[config.mk]
export PLATFORM = sky130hd
export DESIGN_NAME = sisc_clk_rst_ctrl
export DESIGN_NICKNAME = d
export VERILOG_FILES = /design/src/rtl/sisc_ctrl_pkg.sv /design/src/rtl/sisc_ce_gen.sv /design/src/rtl/sisc_clk_rst_ctrl.sv
export SDC_FILE = /design/constraint.sdc
export NUM_CORES = 1
export LEC_CHECK = 0
export CORE_ASPECT_RATIO = 0.7
export CORE_MARGIN = 1.5
export CORE_UTILIZATION = 35
export DETAILED_ROUTE_END_ITERATION = 16
export SETUP_SLACK_MARGIN = 0.1
export SLEW_MARGIN = 20
export SYNTH_ARGS = -nofsm -noshare
export SYNTH_HDL_FRONTEND = slang
export SYNTH_SLANG_ARGS = --single-unit
[constraint.sdc]
create_clock -name CLK -period 5.5 [get_ports CLK]
set_clock_uncertainty 0.2 [all_clocks]
set_input_delay 0.55 -clock CLK [delete_from_list [all_inputs] [get_ports CLK]]
set_output_delay 0.55 -clock CLK [all_outputs]
set_load 0.03 [all_outputs]
[src/rtl/sisc_ctrl_pkg.sv]
// sisc_ctrl_pkg: state and clock-enable mode encodings shared by the sisc clock/reset controller
package sisc_ctrl_pkg;
  typedef enum logic [1:0] {ST_RESET = 2'b00, ST_RELEASE = 2'b01, ST_RUN = 2'b10, ST_HALT = 2'b11} state_t;
  typedef enum logic [1:0] {MODE_RUN = 2'b00, MODE_STEP = 2'b01, MODE_DIV = 2'b10, MODE_FREEZE = 2'b11} mode_t;
endpackage

[src/rtl/sisc_ce_gen.sv]
// sisc_ce_gen: registered processor clock enable from run/step/divide/freeze modes
module sisc_ce_gen
  import sisc_ctrl_pkg::*;
#(
  parameter int DIV_W = 8
) (
  input  logic             clk,
  input  logic             rst,
  input  logic             run_en,
  input  logic [1:0]       mode,
  input  logic             step,
  input  logic [DIV_W-1:0] div,
  output logic             ce
);
  logic [DIV_W-1:0] div_cnt, div_nxt;
  logic [1:0] prev_mode;
  logic armed, fresh;
  // a fresh start (mode change or first enabled cycle) puts the divider at count 0
  always_comb begin
    fresh = !armed || mode != prev_mode;
    div_nxt = (fresh || div_cnt >= div) ? '0 : div_cnt + 1'b1;
  end
  always_ff @(posedge clk) begin
    if (rst || !run_en) begin
      ce <= 1'b0;
      div_cnt <= '0;
      prev_mode <= MODE_RUN;
      armed <= 1'b0;
    end else begin
      ce <= mode == MODE_RUN ? 1'b1 : mode == MODE_STEP ? step : mode == MODE_DIV ? div_nxt == div : 1'b0;
      div_cnt <= div_nxt;
      prev_mode <= mode;
      armed <= 1'b1;
    end
  end
endmodule

[src/rtl/sisc_clk_rst_ctrl.sv]
// sisc_clk_rst_ctrl: staggered reset release, clock-enable modes, CE cycle counter and watchdog for the sisc core
module sisc_clk_rst_ctrl
  import sisc_ctrl_pkg::*;
#(
  parameter int NUM_CH      = 2,
  parameter int HOLD_CYCLES = 4,
  parameter int STAGGER     = 2,
  parameter int CNT_W       = 32,
  parameter int DIV_W       = 8,
  parameter int WDOG_W      = 16
) (
  input  logic              CLK,
  input  logic              RST,
  input  logic              SW_RST,
  input  logic [1:0]        MODE,
  input  logic              STEP,
  input  logic [DIV_W-1:0]  DIV,
  input  logic              HALT_IN,
  input  logic              WDOG_KICK,
  input  logic [WDOG_W-1:0] WDOG_LIMIT,
  output logic [NUM_CH-1:0] RST_F_OUT,
  output logic              CE,
  output logic [CNT_W-1:0]  CYCLE_CNT,
  output logic              WDOG_TO,
  output logic [1:0]        STATE
);
  localparam int HW = $clog2(HOLD_CYCLES + 1);
  localparam int REL_LAST = (NUM_CH - 1) * STAGGER;
  localparam int RW = $clog2(REL_LAST + 2);
  state_t state;
  logic [HW-1:0] hold_cnt;
  logic [RW-1:0] rel_cnt;
  logic [WDOG_W-1:0] wd_cnt;
  logic [NUM_CH-1:0] rel_mask;
  logic wd_hit, sw_go, stay_run;
  always_comb begin
    rel_mask = '0;
    for (int i = 0; i < NUM_CH; i++) rel_mask[i] = int'(rel_cnt) + 1 >= i * STAGGER;
  end
  assign wd_hit = state == ST_RUN && WDOG_LIMIT != '0 && CE && !WDOG_KICK &&
                  {1'b0, wd_cnt} + 1'b1 >= {1'b0, WDOG_LIMIT};
  assign sw_go = SW_RST && state != ST_RESET;
  // CE is only produced for edges that leave the controller in RUN, so it drops right after a halt
  assign stay_run = state == ST_RUN && !SW_RST && !HALT_IN && !wd_hit;
  assign STATE = state;
  sisc_ce_gen #(.DIV_W(DIV_W)) u_ce_gen (
    .clk(CLK), .rst(RST), .run_en(stay_run), .mode(MODE), .step(STEP), .div(DIV), .ce(CE)
  );
  always_ff @(posedge CLK) begin
    if (RST || sw_go) begin
      state <= ST_RESET;
      hold_cnt <= '0;
      rel_cnt <= '0;
      wd_cnt <= '0;
      RST_F_OUT <= '0;
      CYCLE_CNT <= '0;
      WDOG_TO <= 1'b0;
    end else begin
      if (CE) CYCLE_CNT <= CYCLE_CNT + 1'b1;
      case (state)
        ST_RESET: begin
          hold_cnt <= hold_cnt + 1'b1;
          if (int'(hold_cnt) == HOLD_CYCLES - 1) begin
            state <= ST_RELEASE;
            rel_cnt <= '0;
            RST_F_OUT <= NUM_CH'(1);
          end
        end
        ST_RELEASE: begin
          rel_cnt <= rel_cnt + 1'b1;
          RST_F_OUT <= rel_mask;
          if (int'(rel_cnt) == REL_LAST) state <= ST_RUN;
        end
        ST_RUN: begin
          if (WDOG_KICK) wd_cnt <= '0;
          else if (CE && WDOG_LIMIT != '0) wd_cnt <= wd_cnt + 1'b1;
          if (wd_hit) WDOG_TO <= 1'b1;
          if (HALT_IN || wd_hit) state <= ST_HALT;
        end
        default: ;
      endcase
    end
  end
endmodule

==> reports/metrics.csv <==
stage,metric,value,unit
status,status,finished clean,
logic_synthesis,synth_top_family_by_area,simple AND/OR/NAND/NOR gates,
setup_path,arrival,3950,ps
layout,multi_input_area,2700,sq um
global_route,grt_max_degree,49,
worst_hold_path,hold_class,reg -> reg,
clock_tree,hold_buffers,0,
placement,gp_congestion,0.922,
clock_tree,cts_made_buffers,9,
layout,num-fill-cells,1186,
logic_synthesis,yosys-mux-area-fraction,0.691,%
logic_synthesis,synth.area.top_cells,"dfxtp_1 32%, ha_1 10%, nor2_1 6.7%",
drt,vias_per_cell,5.13,
clock_tree,clock_path_buffers,2,
layout,seqCellArea,1400,sq um
setup_path,endpoint_kind,flop,
logic_synthesis,syn_area,4350,sq um
setup_path,worstRegToRegCells,13,
run,drv_cap,0,
floorplanning,die_h,96.2,um
timing,post-route-period-util,70.5,%
timing,min_period,3880,ps
logic_synthesis,yosysWarningCount,0,
timing,hold_violations,0,
pwr,p_seq_share,42.6,%
timing,worst_slew_pin_slew,646,ps
logic_synthesis,ys_async_sr_fraction,0,%
setup_path,cp-startpoint,wd_cnt[0],
placement,placedCellCount,737,
drt,vias,3862,
layout,nets,658,
layout,final_core_util,45.9,%
setup_path,start_kind,flop,
pwr,power_leakage,2.15,nW
drt,drt_iter0_drc,286,
placement,dp_hpwl,8.23,mm
drt,drc_errors,0,
drt,drt_wl_total,11.0,mm
pwr,p_comb_share,12.6,%
global_route,met1_usage,24.5,%
clock_tree,post_cts.repair.setup_buffers,0,
floorplanning,die-area,13100,sq um
global_route,grt_pass1_wl,17.8,mm
timing,fmax,258,MHz
drt,dr.pass1.iters,5,
setup_path,reg2reg_from,wd_cnt[0],
global_route,grt_use_met3,4.90,%
timing,tns,0,ps
logic_synthesis,syn_nets,595,
clock_tree,clk_pin_slew,60,ps
clock_tree,clock_latency,350,ps
logic_synthesis,synth_area_leader_cell,dfxtp_1,
timing,slew_viol_final,0,
floorplanning,core_area,11900,sq um
logic_synthesis,synth_cell_type_count,66,
placement,pre_cts_slack,1640,ps
global_route,grt_use_met2,25.6,%
pwr,p_sw,0.000342,W
layout,area_growth,25.6,%
drt,detail-route-antenna-nets,0,
floorplanning,io_pins,70,
setup_path,worstPathRequired,5570,ps
clock_tree,cts_tree,done,
drt,wire_per_inst,14.7,um
clock_tree,htree_levels,3,
pwr,internal_power,0.000900,W
pwr,power.density,228,nW/um^2
floorplanning,core.rowCount,33,
logic_synthesis,yosys_register_bits,70,
placement,port-buffer-count,69,
global_route,grt_usage,17.3,%
pwr,clockPowerShare,44.8,%
clock_tree,cts_resized,0,
global_route,grt.busiest_layer,met2,
pwr,swShare,27.5,%
logic_synthesis,synth_common_cells,"78 x nor2_1, 70 x dfxtp_1, 44 x inv_1",
layout,fin_cells,753,
logic_synthesis,syn_area_per_cell,8.23,sq um
setup_path,crit_end,u_ce_gen.div_cnt[6],
timing,setup_violations,0,
setup_path,rrSetupSlack,1620,ps
setup_path,r2r-end,u_ce_gen.div_cnt[6],
floorplanning,start_util,36.5,%
global_route,grt_overflow,0,
placement,place_area,5170,sq um
timing,rsz0062_at_grt,false,
setup_path,crit_type,reg -> reg,
timing,fin_ws,1620,ps
global_route,antenna_found_initial,0,
timing,slew_headroom,56.9,%
floorplanning,die_x,136,um
logic_synthesis,yosysSeqAreaShare,32.2,%
setup_path,cp_max_fo,7,
logic_synthesis,yosys.area_share.adder,10.1,%
logic_synthesis,syn_inst,528,
clock_tree,cts_sinks,70,
pwr,ir_worst_vdd,0.000161,V
logic_synthesis,yosysMostFrequentCell,nor2_1,
logic_synthesis,synth_compound_area_share,13.6,%
layout,antenna_cells,0,
global_route,grt_pass1_vias,3578,
logic_synthesis,synth_edf_count,0,
logic_synthesis,netlist.area_leader.share,32.2,%
logic_synthesis,synthSimpleGateAreaFrac,24.9,%
logic_synthesis,synth_xor_area_share,12.8,%
layout,drive_gt1_share,5.70,%
layout,design_area,5460,sq um
logic_synthesis,ys.flop_type,dfxtp_1,
clock_tree,cts-root-buf,clkbuf_16,
==> through the flow <==
step | hold WS, ps | power, W
detailed placement | 242 | 0.000697
global route | 280 | 0.00131
finish | 248 | 0.00124
floorplan | 255 | 0.000636
global placement | 241 | 0.000692
CTS | 253 | 0.00126
==> metal layers <==
| metal | share of wire, % | vias up | routed length [um] |
|---|---|---|---|
| li1 | - | 1955 | - |
| met1 | 52 | 1796 | 5780 |
| met2 | 42 | 97 | 4600 |
| met3 | 4.9 | 14 | 542 |
| met4 | 1.1 | 0 | 127 |
| met5 | 0 | - | 0 |
==> flip-flops by register name (all words and copies together) (netlist names), 2 cells and up <==
register / count
CYCLE_CNT: 32
wd_cnt: 16
u_ce_gen.div_cnt: 8
hold_cnt: 3
RST_F_OUT: 2
STATE: 2
rel_cnt: 2
u_ce_gen.prev_mode: 2
==> power by group through the flow <==
stage | sequential, W | combinational (W) | clock (W)
after floorplan | 0.000547 | 0.0000894 | 0
after global placement | 0.000539 | 0.000153 | 0
after detailed placement | 0.000541 | 0.000156 | 0
after CTS | 0.000529 | 0.000159 | 0.000571
after global routing | 0.000531 | 0.000178 | 0.000596
final | 0.000529 | 0.000157 | 0.000557
==> worst min-delay path by stage <==
stage | start | cells after the start | endpoint | slack (ps)
6_report | RST_F_OUT[0] | 2 | RST_F_OUT[0] | 250
5_1_grt | RST_F_OUT[0] | 2 | RST_F_OUT[0] | 280
4_1_cts | RST_F_OUT[0] | 2 | RST_F_OUT[0] | 250
3_5_place_dp | RST_F_OUT[0] | 2 | RST_F_OUT[0] | 240
3_3_place_gp | RST_F_OUT[0] | 2 | RST_F_OUT[0] | 240
2_1_floorplan | wd_cnt[14] | 2 | wd_cnt[14] | 250
==> layout make-up <==
class / instances / area share [%]
repair buffers: 72 / 13.1
inverters: 45 / 3.09
clock buffers: 9 / 4.13
flip-flops and latches: 70 / 25.7
multi-input cells: 393 / 49.4
well taps: 157 / 3.60
clock inverters: 7 / 1.05
==> critical path: stages (launching register included) <==
cell	delay, ps
dfxtp_1	400
ha_1	270
nand3_1	110
or3_1	500
nor4_2	390
xnor2_1	170
ha_1	280
nand3_1	170
nor3_1	70
o31ai_1	90
nand4b_2	190
o31ai_2	610
nand2_2	200
nor2_1	150
==> logic make-up after synthesis <==
kind of cell | Yosys count
xor+xnor | 61
flops | 70
fa+ha+maj | 35
mux | 3
simple gates | 210
buf+inv | 65
compound gates | 84
==> layout by cell type (no fill, tap or decap), drive strengths merged, types with 2 or more instances in the layout <==
| cell type | synthesis | layout |
|---|---|---|
| and4 | 5 | 5 |
| nand4 | 17 | 17 |
| clkdlybuf4s50 | 0 | 69 |
| mux2i | 3 | 3 |
| and2 | 4 | 4 |
| or3 | 7 | 7 |
| a31o | 2 | 2 |
| o31ai | 3 | 3 |
| dfxtp | 70 | 70 |
| nand2 | 28 | 28 |
| nor2b | 7 | 7 |
| a211o | 2 | 2 |
| ha | 35 | 35 |
| a311oi | 2 | 2 |
| clkbuf | 13 | 9 |
| nand3b | 6 | 6 |
| xor2 | 29 | 29 |
| nor4 | 8 | 8 |
| inv | 45 | 48 |
| clkinvlp | 0 | 2 |
| nor3 | 11 | 11 |
| a41oi | 3 | 3 |
| a21o | 10 | 10 |
| nor2 | 78 | 78 |
| xnor2 | 31 | 31 |
| o21ai | 12 | 12 |
| clkinv | 0 | 2 |
| a22oi | 8 | 8 |
| a21oi | 23 | 23 |
| nand4b | 3 | 3 |
| a211oi | 2 | 2 |
| and3 | 5 | 5 |
| nand2b | 5 | 5 |
| buf | 7 | 3 |
| a2111oi | 2 | 2 |
| nand3 | 22 | 22 |
| o211ai | 2 | 2 |
No activity file was read; power rests on OpenSTA's default activity.
==> RTL edit 1: new RTL, same settings <==
`WDOG_W`: 16 -> 20.
--- a/src/rtl/sisc_clk_rst_ctrl.sv
+++ b/src/rtl/sisc_clk_rst_ctrl.sv
@@ -7,7 +7,7 @@
   parameter int STAGGER     = 2,
   parameter int CNT_W       = 32,
   parameter int DIV_W       = 8,
-  parameter int WDOG_W      = 16
+  parameter int WDOG_W      = 20
 ) (
   input  logic              CLK,
   input  logic              RST,
Interface: changed (resized WDOG_LIMIT); port bits go from 70 to 74. No check against the original RTL was run, so the function may have changed too.
==> RTL edit 1 against the original RTL <==
  * The flow now finishes with violations (design-rule violations)
  * Worst setup slack lost 250 ps
  * Area after synthesis is 4.5% higher
  * Wire length grew 2.0%
  * Sequential cell count increased by 4
  * Utilization is 0.23 points lower
  * Power rose by 7.2%
  * Sequential share of layout area grew 0.18 points
  * Final area rose by 5.0%
  * Global-route usage shrank 0.21 points
  * Clock power grew 9.0%
  * Largest power group unchanged
==> RTL edit 1: results (changes against the original RTL) <==
- Status: finished with violations
- Failing checks: design-rule violations
- Endpoint of the worst hold path: RST_F_OUT[0]
- Inst Count DP: 781 (+6.0%)
- Drc violations: 2 (+2)
- Cell family with most CP delay: simple AND/OR/NAND/NOR gates
- Post-DP Area: 5420 sq um (+4.6%)
- Unique masters post-synth: 57 (-14%)
- Avg Cell Area, Syn: 8.07 sq um (-2.0%)
- CTS buffer count: 9 (unchanged)
- Buffers on Ports: 73 (+5.8%)
- Asr flop ratio synth: 0% (unchanged)
- Nets: 705 (+7.1%)
- H-tree levels: 3 (unchanged)
- Syn Nets: 638 (+7.2%)
- Routed wire length: 11.3 mm (+2.0%)
- Top cells by area, synth: dfxtp_1 33%, ha_1 11%, nor2_1 6.7%
- Antenna diode count: 0 (unchanged)
- Register area share after synthesis: 32.6% (+0.38 points)
- Pin count of the biggest net entering global routing: 62 (+27%)
- HPWL after DPL: 8.46 mm (+2.8%)
- Initial DRC Count: 258 (-9.8%)
- GRT Util Overall: 17.1% (-0.21 points)
- First-pass GRT wire length: 19.0 mm (+6.9%)
- CTS root buffer: clkbuf_16
- Static leakage: 0.00218 uW (+1.6%)
- Initial antenna violation count: 0 (unchanged)
- Hold slack: 272 ps (+23.9 ps)
- Worst Reg-to-Reg Cells: 13 (unchanged)
- Detailed Routing Iterations Pass 1: 11 (+6)
- Latest clock arrival within the worst-skew pair: 330 ps (-20 ps)
- Most frequent cells after synthesis: 81 x nor2_1, 74 x dfxtp_1, 48 x inv_1, 39 x ha_1, 33 x a21oi_1
- Worst relative slew slack: 39.4% (-17 points)
- Vias in the first global route: 3,881 (+8.5%)
- Warnings from Yosys: 0 (unchanged)
- Min-delay src: RST_F_OUT[0]
- Slowest stage delay, CP: 650 ps (+40 ps)
- DR vias: 4,102 (+6.2%)
- Clk buf depth: 2 (unchanged)
- Min-delay worst type: reg -> reg
- Setup crit start: wd_cnt[6]
- Crit path DAT: 4180 ps (+230 ps)
- Crit path max fanout: 8 (+1)
- Wire per inst: 14.2 um (-3.5%)
- VDD IR max: 0.000126 V (-21%)
- Peak Freq: 242 MHz (-6.0%)
- Worst Hold Path Cells: 2 (unchanged)
- # Post-CTS Setup Buffers: 0 (unchanged)
- Largest registers: CYCLE_CNT x32, wd_cnt x20, u_ce_gen.div_cnt x8
- Gpl congestion: 0.840 (-8.9%)
- Clk slew on worst S/H paths: 60 ps (about the same)
- Layout cell share with drive strength beyond 1: 4.10% (-1.6 points)
- Slowest CP cell: nor4_1
- R2R Setup Slk: 1380 ps (-250 ps)
- Critical Path End: u_ce_gen.div_cnt[6]
-- RTL edit 1: cell types whose count changed after synthesis, moves of 4 or more --
cell,unedited run,this run
inv_1,44,48
o21ai_1,2,11
ha_1,35,39
nand2_1,26,31
a21oi_1,23,33
dfxtp_1,70,74
nand3_1,22,30
clkbuf_1,12,17
and2_1,4,9
a21o_1,10,5
xor2_1,29,24
or3_1,7,15
-- RTL edit 1: routing by layer --
metal | vias up | routed length [um] | track usage [%]
li1 | 2098 | - | -
met1 | 1916 | 5760 | 24.0
met2 | 79 | 4820 | 25.9
met3 | 9 | 584 | 4.66
met4 | 0 | 101 | 4.09
met5 | - | 0 | 0
-- RTL edit 1: logic make-up (layout without fill, tap and decap cells) --
family | after synthesis | after routing | synth area share (%)
AND/OR/NAND/NOR | 231 | 231 | 25.6
AO/OA/AOI/OAI | 94 | 94 | 13.9
flip-flops | 74 | 74 | 32.6
buffers and inverters | 67 | 138 | 5.54
XOR/XNOR | 53 | 53 | 10.5
adder cells (fa/ha/maj) | 39 | 39 | 10.7
multiplexers | 5 | 5 | 1.13
-- RTL edit 1: layout make-up --
type	count	area (sq um)
inverter	49	184
sequential	74	1480
clock inverter	5	80.1
tap	162	203
clock buffer	10	229
timing repair buffer	74	738
fill	1227	6820
multi-input combinational	422	2820
-- RTL edit 1: power by group --
part           total [uW]  internal, uW  leakage (uW)  switching (uW)
combinational         165          71.9       0.00144            93.1
sequential            559           550      0.000596            9.29
clock                 607           394      0.000145             214
-- RTL edit 1: tightest hold or removal path: cells and delay by family, from the launching register on --
kind | cells | cell delay (ps)
DFF | 1 | 320
buffers and inverters | 1 | 50
AOI/OAI and AO/OA | 1 | 50
==> RTL edit 2: new RTL, same settings <==
Made on the original files. Register the inputs `MODE`, `STEP`, `DIV`, `HALT_IN`, `WDOG_KICK` and `WDOG_LIMIT` before use, without a reset. The logic sees them one clock later.
--- a/src/rtl/sisc_clk_rst_ctrl.sv
+++ b/src/rtl/sisc_clk_rst_ctrl.sv
@@ -27,6 +27,23 @@
   localparam int HW = $clog2(HOLD_CYCLES + 1);
   localparam int REL_LAST = (NUM_CH - 1) * STAGGER;
   localparam int RW = $clog2(REL_LAST + 2);
+
+  logic [1:0] MODE_q;
+  logic STEP_q;
+  logic [DIV_W-1:0] DIV_q;
+  logic HALT_IN_q;
+  logic WDOG_KICK_q;
+  logic [WDOG_W-1:0] WDOG_LIMIT_q;
+
+  always_ff @(posedge CLK) begin
+    MODE_q       <= MODE;
+    STEP_q       <= STEP;
+    DIV_q        <= DIV;
+    HALT_IN_q    <= HALT_IN;
+    WDOG_KICK_q  <= WDOG_KICK;
+    WDOG_LIMIT_q <= WDOG_LIMIT;
+  end
+
   state_t state;
   logic [HW-1:0] hold_cnt;
   logic [RW-1:0] rel_cnt;
@@ -37,14 +54,14 @@
     rel_mask = '0;
     for (int i = 0; i < NUM_CH; i++) rel_mask[i] = int'(rel_cnt) + 1 >= i * STAGGER;
   end
-  assign wd_hit = state == ST_RUN && WDOG_LIMIT != '0 && CE && !WDOG_KICK &&
-                  {1'b0, wd_cnt} + 1'b1 >= {1'b0, WDOG_LIMIT};
+  assign wd_hit = state == ST_RUN && WDOG_LIMIT_q != '0 && CE && !WDOG_KICK_q &&
+                  {1'b0, wd_cnt} + 1'b1 >= {1'b0, WDOG_LIMIT_q};
   assign sw_go = SW_RST && state != ST_RESET;
   // CE is only produced for edges that leave the controller in RUN, so it drops right after a halt
-  assign stay_run = state == ST_RUN && !SW_RST && !HALT_IN && !wd_hit;
+  assign stay_run = state == ST_RUN && !SW_RST && !HALT_IN_q && !wd_hit;
   assign STATE = state;
   sisc_ce_gen #(.DIV_W(DIV_W)) u_ce_gen (
-    .clk(CLK), .rst(RST), .run_en(stay_run), .mode(MODE), .step(STEP), .div(DIV), .ce(CE)
+    .clk(CLK), .rst(RST), .run_en(stay_run), .mode(MODE_q), .step(STEP_q), .div(DIV_q), .ce(CE)
   );
   always_ff @(posedge CLK) begin
     if (RST || sw_go) begin
@@ -72,10 +89,10 @@
           if (int'(rel_cnt) == REL_LAST) state <= ST_RUN;
         end
         ST_RUN: begin
-          if (WDOG_KICK) wd_cnt <= '0;
-          else if (CE && WDOG_LIMIT != '0) wd_cnt <= wd_cnt + 1'b1;
+          if (WDOG_KICK_q) wd_cnt <= '0;
+          else if (CE && WDOG_LIMIT_q != '0) wd_cnt <= wd_cnt + 1'b1;
           if (wd_hit) WDOG_TO <= 1'b1;
-          if (HALT_IN || wd_hit) state <= ST_HALT;
+          if (HALT_IN_q || wd_hit) state <= ST_HALT;
         end
         default: ;
       endcase
Behaviour: not the same (a bounded check fails within 10 cycles, from zero or initial values).
==> RTL edit 2 against the original RTL <==
  * Via count rose by 4.8%
  * Count of clock-buffer cells in the layout rose by 2
  * Power rose by 22%
  * Wire length rose by 1.9%
  * Hold slack improved by 24 ps
  * Sequential cell count rose by 29
  * Final area rose by 9.4%
  * Area after synthesis rose by 11%
  * Worst setup slack got worse by 210 ps
  * Largest cell class unchanged
  * Largest power group is now registers
  * Highest routed layer unchanged
==> RTL edit 2: results (changes against the original RTL) <==
- Antenna diode count: 0 (unchanged)
- Pin count of the biggest net entering global routing: 48 (-2.0%)
- H-tree levels: 3 (unchanged)
- Layout cell share with drive strength beyond 1: 3.85% (-1.9 points)
- Reg-to-Reg Start: wd_cnt[0]
- Static leakage: 0.00230 uW (+7.3%)
- Fill count: 1,289 (+8.7%)
- Top cells by area, synth: dfxtp_1 41%, ha_1 9.1%, xor2_1 5.3%
- Latest clock arrival within the worst-skew pair: 350 ps (about the same)
- Initial DRC Count: 272 (-4.9%)
- Worst Reg-to-Reg Cells: 13 (unchanged)
- Gpl congestion: 0.837 (-9.2%)
- Slowest stage delay, CP: 460 ps (-150 ps)
- Cell family with most CP delay: compound AO/OA/AOI/OAI gates
- Syn Nets: 619 (+4.0%)
- Status: completed
- HPWL after DPL: 8.46 mm (+2.8%)
- Warnings from Yosys: 0 (unchanged)
- Post-DP Area: 5680 sq um (+9.8%)
- Initial antenna violation count: 0 (unchanged)
- Place WS: 1480 ps (-166 ps)
- GRT Util Overall: 16.4% (-0.83 points)
- Most frequent cells after synthesis: 99 x dfxtp_1, 67 x nor2_1, 44 x nand2_1, 36 x inv_1
- Vias per cell: 5.00 (-2.5%)
- Crit path DAT: 4160 ps (+210 ps)
- Crit path max fanout: 7 (unchanged)
- Wire per inst: 13.9 um (-5.2%)
- Unique masters post-synth: 51 (-23%)
- Register area share after synthesis: 41.3% (+9.0 points)
- CTS root buffer: clkbuf_16
- Vias in the first global route: 3,774 (+5.5%)
- Asr flop ratio synth: 0% (unchanged)
- R2R Setup Slk: 1410 ps (-210 ps)
- First-pass GRT wire length: 18.5 mm (+4.1%)
- Nets: 686 (+4.3%)
- Fin worst setup slack: 1410 ps (-212 ps)
- VDD IR max: 0.000148 V (-8.0%)
- Largest registers: CYCLE_CNT x32, WDOG_LIMIT_q x16, wd_cnt x16
- FF-to-FF End: u_ce_gen.div_cnt[6]
- Clk slew on worst S/H paths: 70 ps
- Slowest CP cell: dfxtp_1
- Worst relative slew slack: 29.0% (-28 points)
- Min-delay worst type: reg -> reg
- Clk buf depth: 2 (unchanged)
- # Post-CTS Setup Buffers: 0 (unchanged)
## RTL edit 2: how the worst min path moves through the flow
| stage | slack, ps | from | depth (start not counted) | to |
|---|---|---|---|---|
| after floorplan | 260 | hold_cnt[2] | 2 | hold_cnt[2] |
| after global placement | 260 | hold_cnt[2] | 2 | hold_cnt[2] |
| after detailed placement | 280 | RST_F_OUT[0] | 2 | RST_F_OUT[0] |
| after CTS | 290 | RST_F_OUT[0] | 2 | RST_F_OUT[0] |
| after global routing | 310 | RST_F_OUT[0] | 2 | RST_F_OUT[0] |
| final | 270 | RST_F_OUT[0] | 2 | RST_F_OUT[0] |
## RTL edit 2: layer usage
| metal | GRT usage, % | up-vias | wire length, um |
|---|---|---|---|
| met3 | 4.61 | 11 | 735 |
| li1 | - | 2047 | - |
| met2 | 24.6 | 94 | 4730 |
| met1 | 23.3 | 1894 | 5670 |
| met5 | 0 | - | 0 |
| met4 | 4.04 | 0 | 119 |
## RTL edit 2: logic make-up after synthesis
group,count (synthesis),synth area share (%)
muxes,5,1.04
xor gates and xnor gates,54,10.1
AOI/OAI and AO/OA,93,12.5
and+or+nand+nor,216,22.0
buffers and inverters,50,3.91
DFF,99,41.3
adders and majority gates,35,9.12
## RTL edit 2: report_power, final
part           switching (uW)  leakage, uW  internal, uW  total (uW)
combinational            78.6      0.00135          66.3         145
clock                     274     0.000142           332         606
sequential               18.1     0.000809           742         760
## RTL edit 2: layout make-up
type,instances,share of cell area [%]
inverter,36,2.26
clock buffer,11,4.23
sequential,99,33.2
timing repair buffer,70,11.7
clock inverter,5,0.587
multi-input combinational,403,44.2
tap,185,3.88
## RTL edit 2: worst reg2reg max path: cells and delay by family (launching register included)
family / cells / cell delay (ps)
AOI/OAI and AO/OA: 6 / 1400
and+or+nand+nor: 4 / 1180
adders and majority gates: 2 / 610
DFF: 1 / 460
xor gates and xnor gates: 1 / 180
## RTL edit 2: stage by stage
step	util, %	cells
after floorplan	-	552
after global placement	42.8	793
after detailed placement	42.8	793
after CTS	45.0	809
after global routing	45.0	809
final	45.0	809
